**src/rtl/debug_capture_if.sv**
```systemverilog
// debug_capture_if: capture FIFO output stream
// master drives head entry and valid, slave returns ready
interface debug_capture_if #(
  parameter int OUT_W = 8
);
  logic [OUT_W-1:0] out_data;
  logic             out_valid;
  logic             out_ready;

  modport master (
    output out_data,
    output out_valid,
    input  out_ready
  );

  modport slave (
    input  out_data,
    input  out_valid,
    output out_ready
  );
endinterface

```
**src/rtl/debug_capture.sv**
```systemverilog
// debug_capture: masked probe change capture into a FWFT FIFO
// DEBUGGER_TIMESTAMP_EN prepends a TS_W timestamp to each entry
module debug_capture #(
  parameter int WIDTH        = 8,
  parameter int DEPTH        = 16,
  parameter int TS_W         = 16,
  parameter bit STOP_ON_FULL = 1'b0
) (
  input  logic             clk,
  input  logic             reset,
  input  logic             arm,
  input  logic             stop,
  input  logic [WIDTH-1:0] w,
  input  logic [WIDTH-1:0] mask,
  output logic [WIDTH-1:0] data,
  output logic             trigger,
  debug_capture_if.master  tx,
  output logic [1:0]       state,
  output logic             overflow,
  output logic [15:0]      dropped
);
  localparam int AW = $clog2(DEPTH);
`ifdef DEBUGGER_TIMESTAMP_EN
  localparam int OUT_W = TS_W + WIDTH;
`else
  localparam int OUT_W = WIDTH;
`endif
  localparam logic [AW:0] FULL_C = (AW+1)'(DEPTH);

  if (DEPTH < 2 || (DEPTH & (DEPTH - 1)) != 0) begin : g_bad_depth
    $error("DEPTH must be a power of two >= 2");
  end
  if (TS_W < 1) begin : g_bad_ts
    $error("TS_W must be >= 1");
  end

  typedef enum logic [1:0] {
    IDLE  = 2'b00,
    ARMED = 2'b01,
    RUN   = 2'b10,
    DONE  = 2'b11
  } state_t;

  state_t           state_q, state_d;
  logic [WIDTH-1:0] prev_q;
  logic             trig_q;
  logic             ovf_q;
  logic [15:0]      drop_q;
  logic [OUT_W-1:0] mem [DEPTH];
  logic [AW-1:0]    wr_ptr, rd_ptr;
  logic [AW:0]      count_q, count_d;
  logic             change, full, push_req;
  logic             push, pop, arming;
  logic [OUT_W-1:0] entry;

`ifdef DEBUGGER_TIMESTAMP_EN
  logic [TS_W-1:0]  ts_q;

  // free-running stamp, restarts at the start of a session
  always_ff @(posedge clk or negedge reset) begin
    if (!reset)      ts_q <= '0;
    else if (arming) ts_q <= '0;
    else             ts_q <= ts_q + 1'b1;
  end

  assign entry = {ts_q, w};
`else
  assign entry = w;
`endif

  assign change   = |((w ^ prev_q) & mask);
  assign full     = (count_q == FULL_C);
  assign push_req = change &&
                    (state_q == ARMED || state_q == RUN);
  assign push     = push_req && !full;
  assign pop      = (count_q != '0) && tx.out_ready;
  assign count_d  = count_q
                  + {{AW{1'b0}}, push}
                  - {{AW{1'b0}}, pop};

  // next state; stop wins over arm, arm ignored in RUN
  always_comb begin
    state_d = state_q;
    unique case (state_q)
      IDLE:  if (!stop && arm) state_d = ARMED;
      ARMED: begin
        if (stop)        state_d = IDLE;
        else if (change) state_d = RUN;
      end
      RUN: begin
        if (stop) state_d = IDLE;
        else if (STOP_ON_FULL && count_d == FULL_C)
          state_d = DONE;
      end
      DONE: begin
        if (stop)     state_d = IDLE;
        else if (arm) state_d = ARMED;
      end
      default: state_d = IDLE;
    endcase
  end

  assign arming = (state_d == ARMED) && (state_q != ARMED);

  // probe history, trigger pulse and session state
  always_ff @(posedge clk or negedge reset) begin
    if (!reset) begin
      prev_q  <= '0;
      trig_q  <= 1'b0;
      state_q <= IDLE;
    end else begin
      prev_q  <= w;
      trig_q  <= change;
      state_q <= state_d;
    end
  end

  // overflow accounting, cleared at session start
  always_ff @(posedge clk or negedge reset) begin
    if (!reset) begin
      ovf_q  <= 1'b0;
      drop_q <= '0;
    end else if (arming) begin
      ovf_q  <= 1'b0;
      drop_q <= '0;
    end else if (push_req && full) begin
      ovf_q <= 1'b1;
      if (drop_q != 16'hFFFF) drop_q <= drop_q + 16'd1;
    end
  end

  // FIFO pointers and occupancy
  always_ff @(posedge clk or negedge reset) begin
    if (!reset) begin
      wr_ptr  <= '0;
      rd_ptr  <= '0;
      count_q <= '0;
    end else begin
      if (push) wr_ptr <= wr_ptr + 1'b1;
      if (pop)  rd_ptr <= rd_ptr + 1'b1;
      count_q <= count_d;
    end
  end

  // FIFO storage, no reset needed
  always_ff @(posedge clk) begin
    if (push) mem[wr_ptr] <= entry;
  end

  assign data         = w;
  assign trigger      = trig_q;
  assign state        = state_q;
  assign overflow     = ovf_q;
  assign dropped      = drop_q;
  assign tx.out_data  = mem[rd_ptr];
  assign tx.out_valid = (count_q != '0);
endmodule

```
**src/flat_wrapper.sv**
```systemverilog
// flat-port wrapper written by rule: the top's interface ports become plain ports
module debug_capture_flat 
#(
  parameter int WIDTH        = 8,
  parameter int DEPTH        = 16,
  parameter int TS_W         = 16,
  parameter bit STOP_ON_FULL = 1'b0
)
  (clk, reset, arm, stop, w, mask, data, trigger, state, overflow, dropped, tx_out_data, tx_out_valid, tx_out_ready);
  debug_capture_if #(.OUT_W(((8)))) tx_i ();
  input  logic clk;
  input  logic reset;
  input  logic arm;
  input  logic stop;
  input  logic [WIDTH-1:0] w;
  input  logic [WIDTH-1:0] mask;
  output logic [WIDTH-1:0] data;
  output logic trigger;
  output logic [1:0] state;
  output logic overflow;
  output logic [15:0] dropped;
  output wire logic [$bits(tx_i.out_data)-1:0] tx_out_data;
  output wire logic [$bits(tx_i.out_valid)-1:0] tx_out_valid;
  input wire logic [$bits(tx_i.out_ready)-1:0] tx_out_ready;
  assign tx_out_data = tx_i.out_data;
  assign tx_out_valid = tx_i.out_valid;
  assign tx_i.out_ready = tx_out_ready;
  debug_capture #(.WIDTH(WIDTH), .DEPTH(DEPTH), .TS_W(TS_W), .STOP_ON_FULL(STOP_ON_FULL)) u_core (.clk(clk), .reset(reset), .arm(arm), .stop(stop), .w(w), .mask(mask), .data(data), .trigger(trigger), .tx(tx_i), .state(state), .overflow(overflow), .dropped(dropped));
endmodule
```
**config.mk**
```make
export PLATFORM = sky130hd
export DESIGN_NAME = debug_capture_flat
export DESIGN_NICKNAME = d
export VERILOG_FILES = /design/src/rtl/debug_capture_if.sv /design/src/rtl/debug_capture.sv /design/src/flat_wrapper.sv
export SDC_FILE = /design/constraint.sdc
export NUM_CORES = 1
export LEC_CHECK = 0
export BUFFER_PORTS_ARGS = -buffer_cell sky130_fd_sc_hd__buf_2
export CAP_MARGIN = 10
export CORE_UTILIZATION = 64
export DETAILED_ROUTE_END_ITERATION = 6
export PLACE_DENSITY = 0.95
export SKIP_CTS_REPAIR_TIMING = 1
export SYNTH_ARGS = -nofsm -noshare
export SYNTH_HDL_FRONTEND = slang
export SYNTH_SLANG_ARGS = --single-unit
```
**constraint.sdc**
```tcl
create_clock -name clk -period 4.2 [get_ports clk]
set_input_delay 0.84 -clock clk [delete_from_list [all_inputs] [get_ports clk]]
set_output_delay 0.84 -clock clk [all_outputs]
set_load 0.1 [all_outputs]
```
==> results.toml, run 1 <==
[status]
status = "completed"

[routing]
vias = 4310
postRouteWirelength_um = 16200
avgRoutedWirePerCell_um = 24.9
drc_errors = 0
avgViaCountPerCell = 6.61
drt-pass1-iter-count = 4
ant_nets = 0
drt_iter0_drc = 499

[worst_setup_path]
path_max_fanout = 23
cpPeakStageDelay_ps = 640
cp_common_cell = "mux4_2"
crit_arrival_ps = 2710
cp_cell_sequence = "buf_12, mux4_2, mux4_2, buf_2"
r2r_setup_slack_ps = 1590
crit_type = "reg -> out"
cpMaxStageDelayCell = "dfrtp_2"
cp_top_family = "multiplexers"
critPathLaunchType = "flop"
required_ps = 3360
path_buf_inv = 2
endpoint_kind = "primary output"

[die]
row_count = 38
die_h_um = 109
coreArea_mm2 = 0.0109
io_pins = 58
fp.dieW_um = 109
die_area_mm2 = 0.0118
start_util_pct = 66.5

[yosys]
yosys_warnings = 0
synth_fp_nets = 473
yosys_most_used_dff = "edfxtp_1"
synth_edf_count = 128
yosysSeqAreaShare_pct = 67.0
synth_area_per_cell_um2 = 16.7
syn_area_mm2 = 0.00727
ys_ff_latch = 169
async_reset_ff_share_pct = 24.3
syn_inst = 435
yosysUniqueCellTypes = 49

[pwr]
p_total_w = 0.00578
vdd_drop_max_v = 0.000900
p_leak_nw = 3.00
power_density_mw_per_mm2 = 702

[placed_design]
finalWeightedCongestion = 0.856
io_buffers = 57
hpwl_um = 9860
pre_cts_ws_ps = 958

[clock_tree]
clk_latency_ps = 420
cts_tree = "done"
htree_levels = 4
clk_pin_slew_ps = 60
cts_sinks = 169
cts_root_buf = "clkbuf_16"
numCtsBuffers = 17
cts_buffer_depth = 2

[finish]
drive_gt1_share_pct = 29.5
finalCoreUtilization_pct = 75.2
areaGrowthSynthToFinish_pct = 13.1
fin_nets = 537
antenna_cells = 0
fillCellCount = 603

[sta]
period_share_pct = 84.6
setup_viol = 0
timing.hold.ws_ps = 492
max_slew_margin_pct = 37.8
fin_skew_ps = 14.7
hold_viol = 0
layout_setup_ws_ps = 647
fmax_mhz = 281
slew_viol_final = 0
tns_ps = 0
rsz0062_at_grt = "false"
layout_min_cycle_time_ps = 3550
worst_pin_slew_ps = 934

[global_route]
grt_pass1_wl_um = 24700
grt.overflow.total = 0
antenna_found_initial = 0
grt_pass1_vias = 4328
grt_max_degree = 42
track_usage_pct = 30.2

[worst_hold_path]
hold_class = "reg -> reg"

[flow_run]
max_cap_viol_count = 0
-- synth_stat cells, types with 4 or more instances --
cell	instances	area, µm²
a22oi_1	4	30.0
edfxtp_1	128	3840
or4_1	7	52.6
xnor2_1	7	61.3
a21oi_1	13	65.1
ha_1	16	200
buf_4	8	60.1
nand2_1	12	45.0
buf_6	4	45.0
mux4_2	40	901
nand3_1	12	60.1
nor2_1	19	71.3
o21ai_0	6	30.0
or3_1	6	37.5
o31ai_1	5	37.5
clkbuf_1	6	22.5
nand2b_1	6	37.5
xor2_1	11	96.3
nor3_1	6	30.0
nor4_1	4	25.0
inv_1	13	48.8
dfrtp_1	41	1030
and3_1	6	37.5
buf_2	8	40.0
nand4_1	12	75.1
-- cell families after synthesis --
logic type / share of synthesized area, %
AO/OA/AOI/OAI: 4.41
flip-flops: 67.0
AND/OR/NAND/NOR: 7.38
adder cells (fa/ha/maj): 3.03
multiplexers: 12.8
buffers and inverters: 3.18
XOR/XNOR: 2.17
-- layout make-up --
type / count / area (µm²) / share of cell area [%]
clock buffer: 20 / 437 / 5.31
multi-input combinational: 223 / 2170 / 26.4
clock inverter: 12 / 95.1 / 1.16
inverter: 14 / 52.6 / 0.639
sequential: 169 / 4870 / 59.2
timing repair buffer: 74 / 425 / 5.17
tap: 140 / 175 / 2.13
-- sequential cells by signal, indices dropped and copies added (netlist names) --
| name | cells |
|---|---|
| u_core.mem | 128 |
| u_core.wr_ptr | 4 |
| u_core.prev_q | 8 |
| u_core.trigger | 1 |
| u_core.state | 2 |
| u_core.overflow | 1 |
| u_core.dropped | 16 |
| u_core.count_q | 5 |
| u_core.rd_ptr | 4 |
-- worst paths after layout --
path                                         startpoint                       endpoint  cells after the start
max                        u_core.rd_ptr[0]$_DFFE_PN0P_                 tx_out_data[3]                      4
min                         u_core.overflow$_DFFE_PN0P_    u_core.overflow$_DFFE_PN0P_                      1
max reg2reg                  u_core.prev_q[2]$_DFF_PN0_    u_core.count_q[4]$_DFF_PN0_                     11
min reg2reg                 u_core.overflow$_DFFE_PN0P_    u_core.overflow$_DFFE_PN0P_                      1
max in group asynchronous                         reset   u_core.rd_ptr[0]$_DFFE_PN0P_                      1
min in group asynchronous                         reset  u_core.dropped[3]$_DFFE_PN0P_                      1
-- per-stage QoR --
stage               cell area [µm²]  cells
floorplan                      7270    435
global placement               7690    620
detailed placement             7690    620
CTS                            8220    652
global route                   8220    652
finish                         8220    652
-- power breakdown --
part	total [W]	switching [W]	internal (W)	leakage [nW]
sequential	0.00218	0.000195	0.00198	1.67
clock	0.00141	0.000645	0.000764	0.251
combinational	0.00219	0.00145	0.000741	1.08
total	0.00578	0.00229	0.00349	3.00
-- layout by cell type (no fill, tap or decap), types with 2 or more instances in the layout --
| master | instances |
|---|---|
| a211oi_1 | 2 |
| a21oi_1 | 13 |
| a22oi_1 | 4 |
| and2_1 | 2 |
| and3_1 | 6 |
| buf_2 | 57 |
| buf_4 | 16 |
| clkbuf_1 | 3 |
| clkbuf_16 | 17 |
| clkinv_4 | 4 |
| clkinvlp_4 | 3 |
| dfrtp_1 | 40 |
| edfxtp_1 | 128 |
| ha_1 | 16 |
| inv_1 | 13 |
| inv_6 | 2 |
| mux2_2 | 2 |
| mux4_2 | 40 |
| nand2_1 | 12 |
| nand2b_1 | 6 |
| nand3_1 | 12 |
| nand4_1 | 12 |
| nor2_1 | 19 |
| nor3_1 | 6 |
| nor4_1 | 4 |
| o21a_1 | 3 |
| o21ai_0 | 6 |
| o311ai_0 | 2 |
| o31a_1 | 3 |
| o31ai_1 | 5 |
| o41ai_1 | 2 |
| or3_1 | 6 |
| or4_1 | 7 |
| xnor2_1 | 7 |
| xor2_1 | 11 |
-- layer usage --
layer / routed length (µm) / GRT usage [%] / vias up / part of all wire, %
met5: 0 / 0 / - / 0
met1: 5900 / 37.7 / 2161 / 36
met2: 8380 / 50.0 / 272 / 52
li1: - / - / 1836 / -
met4: 557 / 14.0 / 0 / 3.4
met3: 1400 / 7.47 / 41 / 8.6
No activity file was read; power rests on OpenSTA's default activity.
==> inputs of run 2 (changes only) <==
- CORE_UTILIZATION: 64 -> 54
- PLACE_DENSITY: 0.95 -> 0.88
- clock period: 4.2 -> 3.2 ns (I/O delays scaled with it)
==> results.toml, run 2 (synthesis results as in run 1) <==
[worst_hold_path]
hold_class = "in -> async"

[finish]
finalCoreUtilization_pct = 64.6
drive_gt1_share_pct = 33.2
regMostFlops = "u_core.mem"
fin_nets = 561
layout_commonest_cell = "edfxtp_1"
areaGrowthSynthToFinish_pct = 17.2
fillCellCount = 896
design_area_mm2 = 0.00852
layout_common_cells = "edfxtp_1 (128), buf_2 (56), mux4_2 (40), buf_4 (40), dfrtp_1 (40)"
antenna_cells = 0
largest_reg_flops = 128

[sta]
timing.hold.ws_ps = 251
fin_skew_ps = 9.24
slew_viol_final = 0
layout_min_cycle_time_ps = 3140
max_slew_margin_pct = 53.7
setup_viol = 0
fmax_mhz = 319
hold_viol = 0
period_share_pct = 98.1
rsz0062_at_grt = "false"
worst_pin_slew_ps = 694

[global_route]
grt_pass1_vias = 4368
grt_pass1_wl_um = 25500
grt.overflow.total = 0
grt_max_degree = 34
antenna_found_initial = 1
track_usage_pct = 25.8

[worst_setup_path]
r2r_end = "u_core.count_q[4]$_DFF_PN0_"
reg2reg_depth = 11
required_ps = 2560
path_max_fanout = 13
path_buf_inv = 2
cpMaxStageDelayCell = "mux4_2"
cpPeakStageDelay_ps = 550
cp_cell_sequence = "buf_12, mux4_2, mux4_2, buf_2"
cp_top_family = "multiplexers"
r2r_setup_slack_ps = 450
crit_type = "reg -> out"
crit_arrival_ps = 2500
critPathLaunchType = "flop"
endpoint_kind = "primary output"
reg2reg_from = "u_core.prev_q[7]$_DFF_PN0_"
cp_common_cell = "mux4_2"

[clock_tree]
clk_latency_ps = 420
cts_buffer_depth = 2
cts_root_buf = "clkbuf_16"
htree_levels = 4
cts_sinks = 169
cts_tree = "done"
clk_pin_slew_ps = 60
numCtsBuffers = 17

[routing]
ant_nets = 0
drt_iter0_drc = 323
postRouteWirelength_um = 16800
vias = 4374
avgRoutedWirePerCell_um = 23.6
drt-pass1-iter-count = 5
avgViaCountPerCell = 6.14
drc_errors = 0

[pwr]
p_leak_nw = 3.15
power_density_mw_per_mm2 = 923
vdd_drop_max_v = 0.000462

[die]
io_pins = 58
row_count = 42
fp.dieW_um = 118
die_h_um = 118
start_util_pct = 55.1
die_area_mm2 = 0.0139
coreArea_mm2 = 0.0132

[placed_design]
finalWeightedCongestion = 0.898
hpwl_um = 11200
io_buffers = 57
place_area_mm2 = 0.00788

[flow_run]
max_cap_viol_count = 0

[status]
status = "completed"
## run 2: changes by cell type in the layout (fill, tap and decap cells not counted), sizes merged
cell,delta
buf,+24
bufinv,+2
clkbuf,-2
clkinv,-1
clkinvlp,+1
## run 2: cell type report
cell class	count	area, µm²	share of cell area (%)
flip-flops and latches	169	4870	57.2
multi-input cells	223	2170	25.5
repair buffers	98	621	7.29
clock buffers	18	429	5.04
well taps	176	220	2.59
clock inverters	14	148	1.73
inverters	14	52.6	0.617
## run 2: through the flow
| stage | total power [W] | setup WS [ps] | instances | TNS [ps] |
|---|---|---|---|---|
| global placement | 0.00570 | 96.8 | 673 | 0 |
| global route | 0.00818 | 9.54 | 712 | 0 |
| CTS | 0.00785 | -150 | 705 | -648 |
| detailed placement | 0.00584 | 107 | 673 | 0 |
| finish | 0.00786 | 62.2 | 712 | 0 |
| floorplan | 0.00519 | 232 | 435 | 0 |
## run 2: worst max-delay path by stage
| stage | slack [ps] | to | depth (start not counted) | startpoint |
|---|---|---|---|---|
| detailed placement | 110 | u_core.count_q[4]$_DFF_PN0_ | 12 | w[7] |
| floorplan | 230 | u_core.count_q[4]$_DFF_PN0_ | 10 | u_core.state[0]$_DFF_PN0_ |
| global route | 10 | tx_out_data[3] | 4 | u_core.rd_ptr[0]$_DFFE_PN0P_ |
| global placement | 100 | u_core.count_q[4]$_DFF_PN0_ | 12 | w[7] |
| CTS | -150 | tx_out_data[3] | 4 | u_core.rd_ptr[0]$_DFFE_PN0P_ |
| finish | 60 | tx_out_data[1] | 4 | u_core.rd_ptr[0]$_DFFE_PN0P_ |
## run 2: where the power goes
part | switching [W] | internal, W
sequential | 0.000235 | 0.00260
combinational | 0.00196 | 0.00108
clock | 0.000830 | 0.00115
total | 0.00302 | 0.00484
## run 2: per-layer routing
layer,track usage [%],vias to the layer above,routed length [µm]
li1,-,1889,-
met1,31.6,2237,6150
met2,45.1,216,9070
met3,5.67,30,1200
met4,8.89,2,355
met5,0,-,13
==> inputs of run 3 (changes only) <==
- CTS_CLUSTER_SIZE: default -> 16
- clock period: 3.2 -> 2.6 ns (I/O delays scaled with it)
==> results.toml, run 3 (synthesis results as in run 1) <==
[die]
row_count = 42
start_util_pct = 55.1
die_area_mm2 = 0.0139
io_pins = 58
coreArea_mm2 = 0.0132
die_h_um = 118
fp.dieW_um = 118

[sta]
period_share_pct = 111
hold_viol = 0
layout_setup_ws_ps = -295
setup_viol = 8
max_slew_margin_pct = 55.8
slew_viol_final = 0
fin_skew_ps = 6.05
rsz0062_at_grt = "true"
worst_pin_slew_ps = 664
tns_ps = -2020
fmax_mhz = 345
layout_min_cycle_time_ps = 2890

[finish]
antenna_cells = 0
drive_gt1_share_pct = 34.9
layout_commonest_cell = "edfxtp_1"
areaGrowthSynthToFinish_pct = 18.9
layout_common_cells = "edfxtp_1 (128), buf_2 (49), mux4_2 (40)"
regMostFlops = "u_core.mem"
finalCoreUtilization_pct = 65.5
largest_reg_flops = 128
stdcell_count = 714
fin_nets = 563

[worst_setup_path]
r2r_setup_slack_ps = 130
crit_type = "reg -> out"
critPathLaunchType = "flop"
required_ps = 2080
path_max_fanout = 12
reg2reg_depth = 12
crit_arrival_ps = 2370
endpoint_kind = "primary output"
crit_start = "u_core.rd_ptr[0]$_DFFE_PN0P_"
reg2reg_from = "u_core.count_q[2]$_DFF_PN0_"
endpoint = "tx_out_data[4]"
r2r_end = "u_core.count_q[4]$_DFF_PN0_"

[clock_tree]
clk_pin_slew_ps = 60
clk_latency_ps = 420
cts_sinks = 169
htree_levels = 4
numCtsBuffers = 17
cts_root_buf = "clkbuf_16"
cts_buffer_depth = 2
cts_tree = "done"

[global_route]
grt_pass1_vias = 4536
grt_pass1_wl_um = 27100
grt.overflow.total = 0
grt_max_degree = 34
antenna_found_initial = 0
track_usage_pct = 27.3

[routing]
ant_nets = 0
drc_errors = 0
postRouteWirelength_um = 17600
avgRoutedWirePerCell_um = 24.7
drt_iter0_drc = 479
drt-pass1-iter-count = 5
avgViaCountPerCell = 6.16
vias = 4399

[status]
violations = "negative setup slack"
status = "complete, but fails checks"

[pwr]
vdd_drop_max_v = 0.000638
power_density_mw_per_mm2 = 1170
p_leak_nw = 3.18

[worst_hold_path]
hold_class = "in -> async"

[placed_design]
hpwl_um = 11700
place_inst = 680
io_buffers = 57
finalWeightedCongestion = 0.918
pre_cts_ws_ps = -96.9

[flow_run]
max_cap_viol_count = 0
run 3: cell count changes in the layout (fill, tap and decap cells not counted), sizes merged:
cell and change:
buf +2, clkinv +1, clkinvlp -1, clkbuf +3, inv -3
run 3: worst max-delay path: stages, from the launching register on:
cell and delay, ps:
dfrtp_2 460, buf_12 190, mux4_2 560, mux4_2 540, buf_12 200
run 3: cell type report:
| type | instances | area [µm²] |
|---|---|---|
| sequential | 169 | 4870 |
| timing repair buffer | 100 | 717 |
| tap | 176 | 220 |
| fill | 901 | 4550 |
| clock buffer | 21 | 450 |
| multi-input combinational | 223 | 2200 |
| clock inverter | 11 | 124 |
| inverter | 14 | 52.6 |
run 3: routing by layer:
layer | track usage, % | wire, µm
met2 | 47.6 | 9510
met4 | 11.7 | 515
met1 | 33.3 | 6740
met5 | 0 | 0
met3 | 5.14 | 860
run 3: worst min path at each step:
| stage | startpoint | endpoint | slack (ps) |
|---|---|---|---|
| final | reset | u_core.rd_ptr[2]$_DFFE_PN0P_ | 130 |
| after floorplan | reset | u_core.count_q[0]$_DFF_PN0_ | 220 |
| after CTS | reset | u_core.count_q[3]$_DFF_PN0_ | 140 |
| after global placement | u_core.overflow$_DFFE_PN0P_ | u_core.overflow$_DFFE_PN0P_ | 470 |
| after global routing | reset | u_core.rd_ptr[2]$_DFFE_PN0P_ | 160 |
| after detailed placement | u_core.overflow$_DFFE_PN0P_ | u_core.overflow$_DFFE_PN0P_ | 490 |
run 3: where the power goes:
group,leakage [nW],switching [W],internal [W]
clock,0.273,0.00100,0.00144
combinational,1.24,0.00258,0.00160
sequential,1.67,0.000244,0.00320
total,3.18,0.00383,0.00624
run 3: through the flow:
| step | hold slack (ps) | power [W] | area (µm²) |
|---|---|---|---|
| floorplan | 224 | 0.00646 | 7310 |
| global placement | 472 | 0.00719 | 7990 |
| detailed placement | 488 | 0.00739 | 7990 |
| CTS | 142 | 0.00986 | 8560 |
| global route | 158 | 0.0105 | 8640 |
| finish | 134 | 0.0101 | 8640 |
